[src/rtl/mem_access_unit.sv]
// RV64I sized load/store front-end for a doubleword-wide byte-array data memory.
// Sub-doubleword stores use a two-cycle read-modify-write; loads return a registered, extended result.
module mem_access_unit #(
   parameter int unsigned MEM_BYTES = 64
) (
   input  logic        clk,
   input  logic        reset,
   input  logic        req_read,
   input  logic        req_write,
   input  logic [2:0]  funct3,
   input  logic [63:0] addr,
   input  logic [63:0] wdata,
   output logic        stall,
   output logic [63:0] mem_addr,
   output logic [63:0] mem_wdata,
   output logic        mem_write,
   output logic        mem_read,
   input  logic [63:0] mem_rdata,
   output logic [63:0] load_data,
   output logic        load_valid,
   output logic        fault
);

   localparam logic [0:0]  ST_IDLE  = 1'b0;
   localparam logic [0:0]  ST_MERGE = 1'b1;
   localparam logic [63:0] ADDR_MAX = 64'(MEM_BYTES - 8);

   logic [0:0]  state_q, state_d;
   logic [63:0] buffer_q, buffer_d;
   logic [1:0]  size_q, size_d;
   logic [63:0] load_data_q, load_data_d;
   logic        load_valid_q, load_valid_d;
   logic        fault_q, fault_d;
   logic        misaligned;
   logic        illegal;

   function automatic logic [63:0] extend_load(input logic [2:0] f3, input logic [63:0] d);
      case (f3)
         3'b000:  extend_load = {{56{d[7]}}, d[7:0]};
         3'b001:  extend_load = {{48{d[15]}}, d[15:0]};
         3'b010:  extend_load = {{32{d[31]}}, d[31:0]};
         3'b100:  extend_load = {56'b0, d[7:0]};
         3'b101:  extend_load = {48'b0, d[15:0]};
         3'b110:  extend_load = {32'b0, d[31:0]};
         default: extend_load = d;
      endcase
   endfunction

   // Keep the untouched upper bytes of the doubleword read in the first RMW cycle.
   function automatic logic [63:0] merge_store(input logic [1:0] sz, input logic [63:0] old,
                                               input logic [63:0] wd);
      case (sz)
         2'b00:   merge_store = {old[63:8],  wd[7:0]};
         2'b01:   merge_store = {old[63:16], wd[15:0]};
         2'b10:   merge_store = {old[63:32], wd[31:0]};
         default: merge_store = wd;
      endcase
   endfunction

   always_comb begin
      misaligned = 1'b0;
      case (funct3[1:0])
         2'b00:   misaligned = 1'b0;
         2'b01:   misaligned = addr[0];
         2'b10:   misaligned = |addr[1:0];
         default: misaligned = |addr[2:0];
      endcase
      illegal = (req_read | req_write) &
                ((req_read & req_write) |
                 (req_read & (funct3 == 3'b111)) |
                 (req_write & funct3[2]) |
                 misaligned |
                 (addr > ADDR_MAX));
   end

   assign mem_addr = addr;

   always_comb begin
      state_d      = state_q;
      buffer_d     = buffer_q;
      size_d       = size_q;
      load_data_d  = load_data_q;
      load_valid_d = 1'b0;
      fault_d      = 1'b0;
      stall        = 1'b0;
      mem_read     = 1'b0;
      mem_write    = 1'b0;
      mem_wdata    = wdata;

      case (state_q)
         ST_MERGE: begin
            // Inputs here belong to the held store; they are not re-decoded.
            mem_write = 1'b1;
            mem_wdata = merge_store(size_q, buffer_q, wdata);
            state_d   = ST_IDLE;
         end
         default: begin
            if (illegal) begin
               fault_d = 1'b1;
            end else if (req_read) begin
               mem_read     = 1'b1;
               load_valid_d = 1'b1;
               load_data_d  = extend_load(funct3, mem_rdata);
            end else if (req_write) begin
               if (funct3[1:0] == 2'b11) begin
                  mem_write = 1'b1;
               end else begin
                  mem_read = 1'b1;
                  stall    = 1'b1;
                  buffer_d = mem_rdata;
                  size_d   = funct3[1:0];
                  state_d  = ST_MERGE;
               end
            end
         end
      endcase

      if (reset) begin
         stall     = 1'b0;
         mem_read  = 1'b0;
         mem_write = 1'b0;
      end
   end

   always_ff @(posedge clk) begin
      if (reset) begin
         state_q      <= ST_IDLE;
         buffer_q     <= '0;
         size_q       <= '0;
         load_data_q  <= '0;
         load_valid_q <= 1'b0;
         fault_q      <= 1'b0;
      end else begin
         state_q      <= state_d;
         buffer_q     <= buffer_d;
         size_q       <= size_d;
         load_data_q  <= load_data_d;
         load_valid_q <= load_valid_d;
         fault_q      <= fault_d;
      end
   end

   assign load_data  = load_data_q;
   assign load_valid = load_valid_q;
   assign fault      = fault_q;

endmodule

[config.mk]
export PLATFORM = sky130hd
export DESIGN_NAME = mem_access_unit
export DESIGN_NICKNAME = d
export VERILOG_FILES = /design/src/rtl/mem_access_unit.sv
export SDC_FILE = /design/constraint.sdc
export NUM_CORES = 1
export LEC_CHECK = 0
export ABC_AREA = 0
export BUFFER_PORTS_ARGS = -buffer_cell sky130_fd_sc_hd__buf_2
export CAP_MARGIN = 10
export CORE_AREA = 2 2 155 157
export DETAILED_ROUTE_END_ITERATION = 12
export DIE_AREA = 0 0 157 159
export PLACE_DENSITY_LB_ADDON = 0.12
export SLEW_MARGIN = 30
export SYNTH_ARGS = -nofsm -noshare
export SYNTH_HDL_FRONTEND = slang
export SYNTH_SLANG_ARGS = --single-unit
[constraint.sdc]
create_clock -name clk -period 2.9 [get_ports clk]
set_input_delay 0.29 -clock clk [delete_from_list [all_inputs] [get_ports clk]]
set_output_delay 0.29 -clock clk [all_outputs]
set_load 0.005 [all_outputs]
**Yosys cells after proc, flatten, opt, wreduce, memory -nomap -nowiden**

Cells that the tools add are included.

- Word-level logic and storage cells: 62
- Flip-flop bits (word level): 133
- Input bits: 199
- Output and inout port bits: 197

- Multiplexer cells: 22
- Eq/ne operators: 11
- Bitwise operators: 13
- Magnitude comparators: 1
- Reductions and logical operators: 9

Operators with widths:

| operator | number |
|---|---|
| one-hot mux 64 bit (6 select lines) | 1 |
| one-hot mux 64 bit (3 select lines) | 1 |
| > comparator 64 x 6 -> 1 bit (second input constant) | 1 |
| 2-to-1 mux 64 bit | 1 |
| 2-to-1 mux 1 bit | 18 |
| equality test 3 bit (second input constant) | 4 |
| equality test 2 bit (second input constant) | 3 |
| OR reduction 3 bit | 2 |
| bitwise OR 1 bit | 5 |
| AND reduction 5 bit | 1 |
| AND 1 bit | 4 |
| equality test 2 x 1 -> 1 bit (second input constant) | 2 |
| logical NOT 2 bit | 2 |
| inverter 1 bit | 4 |
| OR reduction 2 bit | 2 |
| equality test 3 x 1 -> 1 bit (second input constant) | 1 |
| equality test 3 x 2 -> 1 bit (second input constant) | 1 |
| logical NOT 3 bit | 1 |
| one-hot mux 1 bit (3 select lines) | 1 |
| AND reduction 3 bit | 1 |

**Logic depth before layout (Yosys ltp)**

Gate-level depths: netlist (run 1).

- Depth after elaboration: 10
- Mapped depth: 9
- Gate-level depth less buffers: 5

**Worst setup path after synthesis (run 1)**

No wires, ideal clock.

- Path kind: input to output
- Start: in addr[38]
- End: out mem_read
- Buffers on the path: 1
- Path slack: 764 ps
- Stages: 6
- Arrival time: 1846 ps
- Data required time: 2610 ps
- Cell sequence: nor4_1 > nand2_1 > nor4_2 > clkbuf_1 > nand2_1 > nor4_1

- Longest elaborated chain between the ends: 6

Ends and longest elaborated chain:

| element | line | text |
|---|---|---|
| start, declared | 11 | `input logic [63:0] addr,` |
| > comparator 64 x 6 -> 1 bit | 73 | `(addr > ADDR_MAX));` |
| bitwise OR 1 bit | 72 | `misaligned \|` |
| AND 1 bit | 68 | `illegal = (req_read \| req_write) &` |
| 2-to-1 mux 1 bit | 98 | `if (illegal) begin` |
| 2-to-1 mux 1 bit | 90 | `case (state_q)` |
| 2-to-1 mux 1 bit | 118 | `if (reset) begin` |
| end, declared | 17 | `output logic mem_read,` |

No other way between the ends.

**Worst setup path after layout (run 1)**

- Start: reg state_q
- End: out stall

- Longest elaborated chain between the ends: 2

Ends and longest elaborated chain:

| element | line | text |
|---|---|---|
| start, declared | 28 | `logic [0:0] state_q, state_d;` |
| start signal, assigned | 134 | `state_q <= state_d;` |
| 2-to-1 mux 1 bit | n/a |  |
| 2-to-1 mux 1 bit | 118 |  |
| end, declared | 13 | `output logic stall,` |

No other way between the ends.

==> summary.md, run 1 <==
| Metric | Value |
|---|---|
| Internal | `3.375 mW` |
| Relative slew slack | `46.50%` |
| Number of synthesized flops with an enable pin | `0` |
| Avg WL per Cell | `20.34 um` |
| Critical path startpoint category | `flop` |
| Layout Nets | `1240` |
| Max-cap check violation count | `0` |
| Setup TNS | `0 ns` |
| Vias in the first global route | `6974` |
| # IOs | `396` |
| Final count of hold timing violations | `0` |
| Kind of critical path | `flop to output pin` |
| Yosys top cell by area | `dfxtp_1` |
| Final Skew | `0.01208 ns` |
| Die ar. | `between 20000 and 25000 sq um` |
| FILL cells | `2446` |
| Register area share after synthesis | `36.63%` |
| Min-Delay Path Class | `input pin to flop` |
| Reg power frac | `38.3%` |
| IO Port Bufs | `between 300 and 400` |
| CTS sink count | `125` |
| GPL Wtd Cong | `0.7220` |
| Comb power frac | `10.9%` |
| Initial Utilization | `29.46%` |
| Reg clk slew, reported paths | `~0.06 ns` |
| Final cell count without fillers | `1378` |
| Area delta synth->final | `33.63%` |
| Worst Path Arrival | `2.19 ns` |
| Warnings, synthesis | `0` |
| Post-CTS setup buffer count | `0` |
| Hold slack | `0.1368 ns` |
| First-pass iteration count of the detailed router | `4` |
| Synth area leaders | `dfxtp_1 (37%), mux2_2 (9.2%), buf_4 (9.0%)` |
| CTS resizes | `0` |
| Max Slew Vio Count | `0` |
| Post-DP Area | `approximately 8500 sq um` |
| P_sw | `1.115 mW` |
| # hold bufs at CTS | `0` |
| Synthesis-stage register bit count | `125` |
| XOR/XNOR Fraction of Synth Area | `0%` |
| Final setup viols | `0` |
| Antenna viol nets, final | `0` |
| Core ar. | `23190 sq um` |
| Achievable Freq | `402.6 MHz` |
| Post-Synth Simple-Gate Area | `13.64%` |
| Clk_lat worst skew | `0.42 ns` |
| Syn Nets | `about 1000` |
| Vias | `roughly 7300` |
| Post-synth ARST share | `0%` |
| Chip width | `157 um` |
| Placed insts | `1341` |
| Grt ovf | `0` |
| TritonCTS clock tree | `built` |
| GRT Util Overall | `21.57%` |
| Final period util | `85.65%` |
| Share of cells above drive strength 1 | `47.82%` |
| Post-route design area | `9129 sq um` |
| Vias per inst | `5.290` |
| Post-synthesis instance area | `6832 sq um` |
| TritonCTS buffer count | `17` |
| Largest net degree at the start of global routing | `77` |
| Initial antenna violation count | `6` |
| Worst-case clock buffer depth | `2` |
| Post-synthesis mux area share | `9.377%` |
| Status | `completed` |
| Main flop type after synthesis | `dfxtp_1` |
| Worst Path Max Fanout | `13` |
| Mapped Cells | `approximately 790` |
| Pwr/cell area | `491.9 nW/um^2` |
| Die Y | `159 um` |
| RSZ-0062 raised after global routing | `no` |
| Avg Inst Size Synth | `8.637 sq um` |
| Power share of the clock group | `50.9%` |
| Slew @ Worst Pin | `0.8004 ns` |
| First DRT Iteration DRCs | `430` |
| Post-Route WL | `28030 um` |
| CP required | `2.61 ns` |
| Leakage | `3.654 nW` |
| Tmin final | `2.484 ns` |
| Global-route wire length before repair | `approximately 42000 um` |
| Netlist cell types | `33` |
| R2R setup slack | `just under 0.8 ns` |
| Switching share of total power | `24.84%` |
| Clock Tree Root | `clkbuf_16` |
| Largest family of logic cells by synthesized area | `compound AO/OA/AOI/OAI gates` |
| DRC viols | `0` |
| DPL Wire Length | `19420 um` |
| Area share of fa/ha/maj cells after synthesis | `0%` |
| Critical Path Sink Type | `output pin` |
| Share of the synthesized area in the top cell type | `36.63%` |
| H-tree Lvls | `4` |
| FP Rows | `56` |
| Worst IR drop on VDD | `273.8 uV` |
| Post-synthesis compound-gate area fraction | `roughly 26%` |
synth_stat cells, types with 15 or more instances:
cell and instances:
a31oi_1 57, clkbuf_1 69, o31ai_1 66, nand4_1 69, nor4_1 15, a311oi_1 48
buf_4 82, buf_2 17, dfxtp_1 125, a21oi_1 68, nand2_1 53, nor2_1 17
mux2_2 56
state kept, by name, indices dropped and copies added, names as in the netlist:
| register | cells |
|---|---|
| load_data | 64 |
| buffer_q | 56 |
| size_q | 2 |
| fault | 1 |
| load_valid | 1 |
| state_q | 1 |
through the flow:
step                      total power [mW]  util (%)  setup slack [ns]
final                                4.490     39.36            0.4160
after global routing                 4.650     39.34            0.2292
after CTS                            4.543     39.31            0.3943
after detailed placement             2.247     36.63            0.2310
after global placement               2.249     36.63            0.2472
after floorplan                      2.013         -            0.7635
kinds of logic (layout without fill, tap and decap cells):
logic type | after synthesis | count (layout)
other cells | 0 | 5
simple gates | 174 | 174
flops | 125 | 125
compound gates | 260 | 260
mux | 57 | 57
buf+inv | 175 | 438
power groups by stage:
stage	Sequential (mW)	Clock, mW	Combinational (mW)
after detailed placement	1.76	0	0.491
final	1.72	2.28	0.489
after global placement	1.76	0	0.493
after global routing	1.72	2.40	0.534
after floorplan	1.76	0	0.256
after CTS	1.72	2.33	0.492
path summary, 6_finish.rpt:
path | to | cells after the start | from
setup / recovery | stall | 5 | state_q$_DFF_P_
hold / removal | buffer_q[24]$_SDFFE_PP0P_ | 3 | mem_rdata[24]
hold reg to reg | load_data[6]$_SDFFE_PP0P_ | 2 | load_data[6]$_SDFFE_PP0P_
setup reg to reg | buffer_q[34]$_SDFFE_PP0P_ | 4 | state_q$_DFF_P_
routing by layer:
metal  share of wire, %  wire (um)  global-route usage (%)  vias to the layer above
li1                   -          -                       -                     3497
met3                6.2       1736                   4.736                       46
met1                 42      11650                   26.48                     3461
met4                3.0        828                   8.173                        2
met2                 49      13800                   36.66                      283
met5              0.039         11                       0                        -
layout make-up:
class | count | area [sq um] | share of cell area, %
flip-flops and latches | 125 | 2502 | 27.41
well taps | 319 | 399.1 | 4.372
clock inverters | 13 | 188.9 | 2.070
repair buffers | 406 | 2190 | 23.99
multi-input cells | 491 | 3403 | 37.28
clock buffers | 19 | 432.9 | 4.742
diodes | 5 | 12.51 | 0.1371
placed cells by master, fill, tap and decap left out, drive strengths merged, types with 5 or more instances in the layout:
cell type,Yosys,final
mux2,56,56
a311oi,48,48
buf,106,406
diode,0,5
nand2,53,53
o21a,8,8
nor2,17,17
o31ai,66,66
dfxtp,125,125
a31oi,57,57
nand4,69,69
nor4,17,17
clkinv,0,5
a21oi,68,68
a211oi,8,8
clkbuf,69,19
critical path: stages (launching register included):
cell and delay [ns]:
dfxtp_1 0.43, or3_2 0.73, nor3_1 0.19, nand3_1 0.11, nor2_1 0.14, buf_2 0.17
Note: power is estimated with default switching activity, not from simulation.
==> run 2: changes to the inputs <==
--- a/config.mk
+++ b/config.mk
@@ -7,3 +7,3 @@
 export LEC_CHECK = 0
-export ABC_AREA = 0
+export ABC_AREA = 1
 export BUFFER_PORTS_ARGS = -buffer_cell sky130_fd_sc_hd__buf_2
==> constraint.sdc (replaced) <==
create_clock -name clk -period 2.9 [get_ports clk]
set_input_delay 0.145 -clock clk [delete_from_list [all_inputs] [get_ports clk]]
set_output_delay 0.145 -clock clk [all_outputs]
set_load 0.005 [all_outputs]
==> summary.md, run 2 <==
| Metric | Value |
|---|---|
| Critical path's largest stage delay | `0.55 ns (-0.18 ns)` |
| Max Slew Vio Count | `0 (unchanged)` |
| Warnings, synthesis | `0 (unchanged)` |
| Core ar. | `23190 sq um (unchanged)` |
| Global-route wire length before repair | `36630 um (-12%)` |
| Largest net degree at the start of global routing | `129 (+68%)` |
| Commonest cells post-synth | `nand2_1 (267), nor2_1 (234), inv_1 (132), dfxtp_1 (125), buf_4 (76)` |
| IO Port Bufs | `379 (unchanged)` |
| Vias | `7425 (+1.9%)` |
| Power, Total | `4.866 mW (+8.4%)` |
| R2R setup slack | `1.24 ns (+0.45 ns)` |
| Share of the synthesized area in the top cell type | `34.70% (-1.9 points)` |
| Post-synth ARST share | `0% (unchanged)` |
| First-pass iteration count of the detailed router | `4 (unchanged)` |
| Hold slack | `0.05530 ns (-0.08155 ns)` |
| Die Y | `159 um (unchanged)` |
| GPL Wtd Cong | `0.7967 (+10%)` |
| Slowest CP cell | `dfxtp_1` |
| Status | `completed` |
| Avg Inst Size Synth | `6.394 sq um (-26%)` |
| Vias in the first global route | `6766 (-3.0%)` |
| Layout Nets | `1611 (+30%)` |
| Critical path cell sequence | `inv_1, nor2_2, buf_4, nand2_1, mux2_2, buf_2` |
| Tmin final | `2.547 ns (+0.06278 ns)` |
| Grt ovf | `0 (unchanged)` |
| Netlist cell types | `25 (-24%)` |
| Final setup viols | `0 (unchanged)` |
| TritonCTS clock tree | `built` |
| Syn Nets | `1327 (+34%)` |
| Critical path's top delay family | `buffers and inverters` |
| Most frequent cells in the layout | `buf_2 (379), nand2_1 (267), nor2_1 (234)` |
| Most numerous cell in the Yosys netlist | `nand2_1` |
| Reg clk slew, reported paths | `0.06 ns (about the same)` |
| Final cell count without fillers | `1746 (+27%)` |
| Critical path startpoint category | `flop` |
| CTS sink count | `125 (unchanged)` |
| GRT Util Overall | `18.55% (-3.0 points)` |
| Worst Path Arrival | `2.40 ns (+0.21 ns)` |
| Number of synthesized flops with an enable pin | `0 (unchanged)` |
| Worst-case clock buffer depth | `2 (unchanged)` |
| FF+latch area | `2502 sq um (unchanged)` |
| RSZ-0062 raised after global routing | `no` |
| Final count of hold timing violations | `0 (unchanged)` |
| Critical Path Sink Type | `output pin` |
| Leakage | `5.370 nW (+47%)` |
| Post-Route WL | `23560 um (-16%)` |
| Register area share after synthesis | `34.70% (-1.9 points)` |
| Max reg flops | `64 (unchanged)` |
| Crit path depth | `6 (+1)` |
| DRC viols | `0 (unchanged)` |
| CP startpoint | `state_q$_DFF_P_` |
| H-tree Lvls | `4 (unchanged)` |
| RR Startpoint | `state_q$_DFF_P_` |
| Kind of critical path | `flop to output pin` |
| Area delta synth->final | `33.03%` |
| Relative slew slack | `59.53% (+13 points)` |
| Initial Utilization | `31.10% (+1.6 points)` |
| R2r worst-path depth | `6 (+2)` |
| FP Rows | `56 (unchanged)` |
| Pwr/cell area | `507.2 nW/um^2 (+3.1%)` |
| TritonCTS buffer count | `17 (unchanged)` |
| R2r endpoint | `load_data[30]$_SDFFE_PP0P_` |
| Multi-input gate area | `3339 sq um (-1.9%)` |
| Min-Delay Path Class | `input pin to flop` |
| DPL Wire Length | `17010 um (-12%)` |
| Yosys top cell by area | `dfxtp_1` |
| Vias per inst | `4.253 (-20%)` |
| Worst IR drop on VDD | `334.6 uV (+22%)` |
| Placed insts | `1703 (+27%)` |
| Synthesis-stage register bit count | `125 (unchanged)` |
| Worst Setup EP | `mem_wdata[9]` |
| Main flop type after synthesis | `dfxtp_1` |
| Clk_lat worst skew | `0.42 ns (about the same)` |
| Mapped Cells | `1128 (+43%)` |
| FILL cells | `2559 (+4.6%)` |
| Setup TNS | `0 ns (unchanged)` |
| # IOs | `396 (unchanged)` |
| Most common cell after layout, fill and taps aside | `buf_2` |
| Core Util, Final | `41.37% (+2.0 points)` |
| Avg WL per Cell | `13.49 um (-34%)` |
| Synth area leaders | `dfxtp_1 (35%), nand2_1 (14%), nor2_1 (12%)` |
| Post-CTS setup buffer count | `0 (unchanged)` |
| Antenna viol nets, final | `0 (unchanged)` |
| CP required | `2.76 ns (+0.15 ns)` |
| Slew @ Worst Pin | `0.6058 ns (-0.1946 ns)` |
| Chip width | `157 um (unchanged)` |
| Clock Tree Root | `clkbuf_16` |
| Share of cells above drive strength 1 | `33.43% (-14 points)` |
| Post-synthesis instance area | `7212 sq um (+5.6%)` |
| Initial antenna violation count | `3 (-3)` |
| Die ar. | `24960 sq um (unchanged)` |
| Final Skew | `0.01375 ns (+0.001662 ns)` |
| Worst Path Max Fanout | `18 (+5)` |
| Achievable Freq | `392.7 MHz (-2.5%)` |
| Max-cap check violation count | `0 (unchanged)` |
| First DRT Iteration DRCs | `256 (-40%)` |
| Final period util | `87.82% (+2.2 points)` |
| Number of buffers and inverters on the critical path | `3 (+2)` |
-- run 2: changes by cell type after synthesis, sizes merged, moves of 16 or more --
cell	before	now
nand3	2	62
a311oi	48	0
nand2	53	269
nor4	17	0
o21ai	1	55
o31ai	66	1
a31oi	57	0
clkbuf	69	35
nand4	69	1
mux2	56	40
inv	0	133
nor2	17	236
-- run 2: report_power, final --
group | leakage [nW] | internal (mW) | switching, mW | total (mW)
Combinational | 4.03 | 0.278 | 0.325 | 0.603
Clock | 0.335 | 1.67 | 0.837 | 2.50
Sequential | 1.01 | 1.74 | 0.0160 | 1.76
-- run 2: kinds of logic after synthesis --
kind of cell / share of synthesized area [%]
flip-flops: 34.70
multiplexers: 6.246
buffers and inverters: 19.36
AO/OA/AOI/OAI: 8.223
AND/OR/NAND/NOR: 31.47
-- run 2: worst min-delay path, delay by kind of cell --
kind	cells	cell delay [ns]
buffers and inverters	2	0.11
AND/OR/NAND/NOR	3	0.18
-- run 2: how the worst min path moves through the flow --
stage	from	to	depth (start not counted)
global route	mem_rdata[41]	buffer_q[41]$_SDFFE_PP0P_	5
CTS	mem_rdata[55]	buffer_q[55]$_SDFFE_PP0P_	5
finish	mem_rdata[46]	buffer_q[46]$_SDFFE_PP0P_	5
detailed placement	wdata[1]	mem_wdata[1]	0
floorplan	reset	fault$_SDFF_PP0_	1
global placement	wdata[1]	mem_wdata[1]	0
-- run 2: final cells by class --
type | instances | share of cell area [%]
Tap cell | 319 | 4.160
Clock buffer | 19 | 4.721
Inverter | 134 | 5.269
Clock inverter | 12 | 2.426
Antenna cell | 3 | 0.07825
Multi-Input combinational cell | 732 | 34.81
Timing Repair Buffer | 402 | 22.46
Sequential cell | 125 | 26.08
-- run 2: repair_timing --
item | CTS | global route
hold endpoints to repair | 9 | 0
resized for setup | 0 | 0
hold buffers | 9 | 0
-- run 2: layer usage --
| metal | part of all wire [%] | wire length, um | track usage (%) |
|---|---|---|---|
| met1 | 47 | 11180 | 25.40 |
| met2 | 44 | 10370 | 28.73 |
| met3 | 7.6 | 1785 | 5.498 |
| met4 | 0.96 | 225 | 4.170 |
| met5 | 0 | 0 | 0 |
-- run 2: per-stage QoR --
step,setup slack (ns),instance area [sq um]
after global routing,0.2227,9587
after global placement,0.7866,8811
after detailed placement,0.7936,8811
final,0.3532,9594
after CTS,0.3231,9587
after floorplan,1.363,7212
==> run 3: changes to the inputs <==
--- a/constraint.sdc
+++ b/constraint.sdc
@@ -3,2 +3,2 @@
 set_output_delay 0.145 -clock clk [all_outputs]
-set_load 0.005 [all_outputs]
+set_load 0.05 [all_outputs]
==> summary.md, run 3 (same netlist as run 2, synthesis figures left out) <==
| Metric | Value |
|---|---|
| Avg WL per Cell | `13.60 um (+0.79%)` |
| Initial antenna violation count | `4 (+1)` |
| Final setup viols | `0 (unchanged)` |
| Max-cap check violation count | `0 (unchanged)` |
| FILL cells | `2562 (+0.12%)` |
| H-tree Lvls | `4 (unchanged)` |
| Leakage | `5.320 nW (-0.94%)` |
| TritonCTS clock tree | `built` |
| Initial Utilization | `31.10% (unchanged)` |
| Worst Path Max Fanout | `19 (+1)` |
| CTS sink count | `125 (unchanged)` |
| Post-CTS setup buffer count | `0 (unchanged)` |
| Critical path's largest stage delay | `0.54 ns (about the same)` |
| Kind of critical path | `flop to output pin` |
| First-pass iteration count of the detailed router | `7 (+3)` |
| Post-route design area | `9508 sq um (-0.90%)` |
| Pwr/cell area | `519.1 nW/um^2 (+2.3%)` |
| Final cell count without fillers | `1749 (+0.17%)` |
| Clk_lat worst skew | `0.42 ns (about the same)` |
| DRC viols | `0 (unchanged)` |
| CP startpoint | `state_q$_DFF_P_` |
| Hold path start | `mem_rdata[37]` |
| Number of buffers and inverters on the critical path | `3 (unchanged)` |
| Final Skew | `0.008938 ns (-0.004808 ns)` |
| Chip width | `157 um (unchanged)` |
| Share of cells above drive strength 1 | `33.47% (+0.047 points)` |
| Layout Nets | `1611 (unchanged)` |
| Tmin final | `2.544 ns (-0.003113 ns)` |
| Max Slew Vio Count | `0 (unchanged)` |
| RR Startpoint | `state_q$_DFF_P_` |
| # IOs | `396 (unchanged)` |
| Final count of hold timing violations | `0 (unchanged)` |
| Worst-case clock buffer depth | `2 (unchanged)` |
| Final period util | `87.71% (-0.11 points)` |
| Post-DP Area | `8790 sq um (-0.24%)` |
| Most frequent cells in the layout | `buf_2 (379), nand2_1 (267), nor2_1 (234)` |
| Grt ovf | `0 (unchanged)` |
| GPL Wtd Cong | `0.7951 (-0.20%)` |
| Status | `completed` |
| Worst IR drop on VDD | `336.2 uV (+0.46%)` |
| Clock Tree Root | `clkbuf_16` |
| FP Rows | `56 (unchanged)` |
| DPL Wire Length | `17200 um (+1.1%)` |
| Slowest CP cell | `dfxtp_1` |
| Max reg flops | `64 (unchanged)` |
| Worst Path Arrival | `2.40 ns (about the same)` |
| Largest net degree at the start of global routing | `113 (-12%)` |
| Vias | `7429 (+0.054%)` |
| Most common cell after layout, fill and taps aside | `buf_2` |
| Global-route wire length before repair | `37140 um (+1.4%)` |
| Power, Total | `4.936 mW (+1.4%)` |
| Post-Route WL | `23780 um (+0.97%)` |
| RSZ-0062 raised after global routing | `no` |
| Antenna viol nets, final | `0 (unchanged)` |
| # hold bufs at CTS | `9 (unchanged)` |
| Vias in the first global route | `7009 (+3.6%)` |
| Vias per inst | `4.248 (-0.12%)` |
| TritonCTS buffer count | `17 (unchanged)` |
| Achievable Freq | `393.1 MHz (+0.12%)` |
| Critical path startpoint category | `flop` |
| First DRT Iteration DRCs | `266 (+3.9%)` |
| Critical path's top delay family | `buffers and inverters` |
| Reg clk slew, reported paths | `0.06 ns (about the same)` |
| IO Port Bufs | `379 (unchanged)` |
| Min-Delay Path Class | `input pin to flop` |
| Critical Path Sink Type | `output pin` |
| Relative slew slack | `45.40% (-14 points)` |
| Core ar. | `23190 sq um (unchanged)` |
| Die Y | `159 um (unchanged)` |
| Area delta synth->final | `31.84%` |
| Placed insts | `1703 (unchanged)` |
| CP required | `2.76 ns (about the same)` |
| Slew @ Worst Pin | `0.8190 ns (+0.2132 ns)` |
| GRT Util Overall | `18.64% (+0.088 points)` |
| Core Util, Final | `41.00% (-0.37 points)` |
| Die ar. | `24960 sq um (unchanged)` |
| CTS resizes | `0 (unchanged)` |
| Critical path cell sequence | `inv_1, nor2_2, buf_4, nand2_1, mux2_2, buf_2` |
| Setup TNS | `0 ns (unchanged)` |
-- run 3: cell count changes in the layout (fill, tap and decap cells not counted) --
cell / delta
clkinvlp_4: +3
bufinv_16: -3
clkinv_2: +3
diode_2: +2
buf_12: -2
buf_6: +1
buf_4: +1
inv_6: -1
clkinv_4: -1
-- run 3: metal layers --
layer	part of all wire, %	wire length, um	vias to the layer above	track usage [%]
met1	47	11250	3267	24.90
met5	0	0	-	0
met3	6.3	1498	11	4.954
met4	0.72	172	0	3.711
li1	-	-	3960	-
met2	46	10870	191	30.24
-- run 3: worst reg2reg max path, delay by kind of cell (launching register included) --
kind,cells,cell delay (ns)
buffers and inverters,1,0.65
and+or+nand+nor,5,0.59
DFF,1,0.54
-- run 3: through the flow --
stage,setup slack (ns),hold slack (ns)
after detailed placement,0.6353,0.2903
final,0.3563,0.05322
after CTS,0.2975,0.03678
after global placement,0.6606,0.2903
after global routing,0.1969,0.06769
after floorplan,0.7891,0.2218
-- run 3: final timing paths --
path	to	depth (start not counted)	slack, ns
worst max register to register	load_data[33]$_SDFFE_PP0P_	6	1.01
worst max-delay path	mem_wdata[9]	6	0.36
worst min-delay path	buffer_q[37]$_SDFFE_PP0P_	5	0.05
worst min register to register	buffer_q[52]$_SDFFE_PP0P_	2	0.47
-- run 3: power breakdown --
group          switching, mW  internal, mW
clock                  0.838          1.40
sequential            0.0165          1.74
combinational          0.658         0.279
-- run 3: layout make-up --
type / count / area [sq um] / share of cell area, %
tap: 319 / 399.1 / 4.198
antenna: 5 / 12.51 / 0.1316
sequential: 125 / 2502 / 26.32
timing repair buffer: 402 / 2133 / 22.44
multi-input combinational: 732 / 3339 / 35.12
inverter: 134 / 505.5 / 5.316
clock buffer: 19 / 452.9 / 4.764
clock inverter: 13 / 162.7 / 1.711
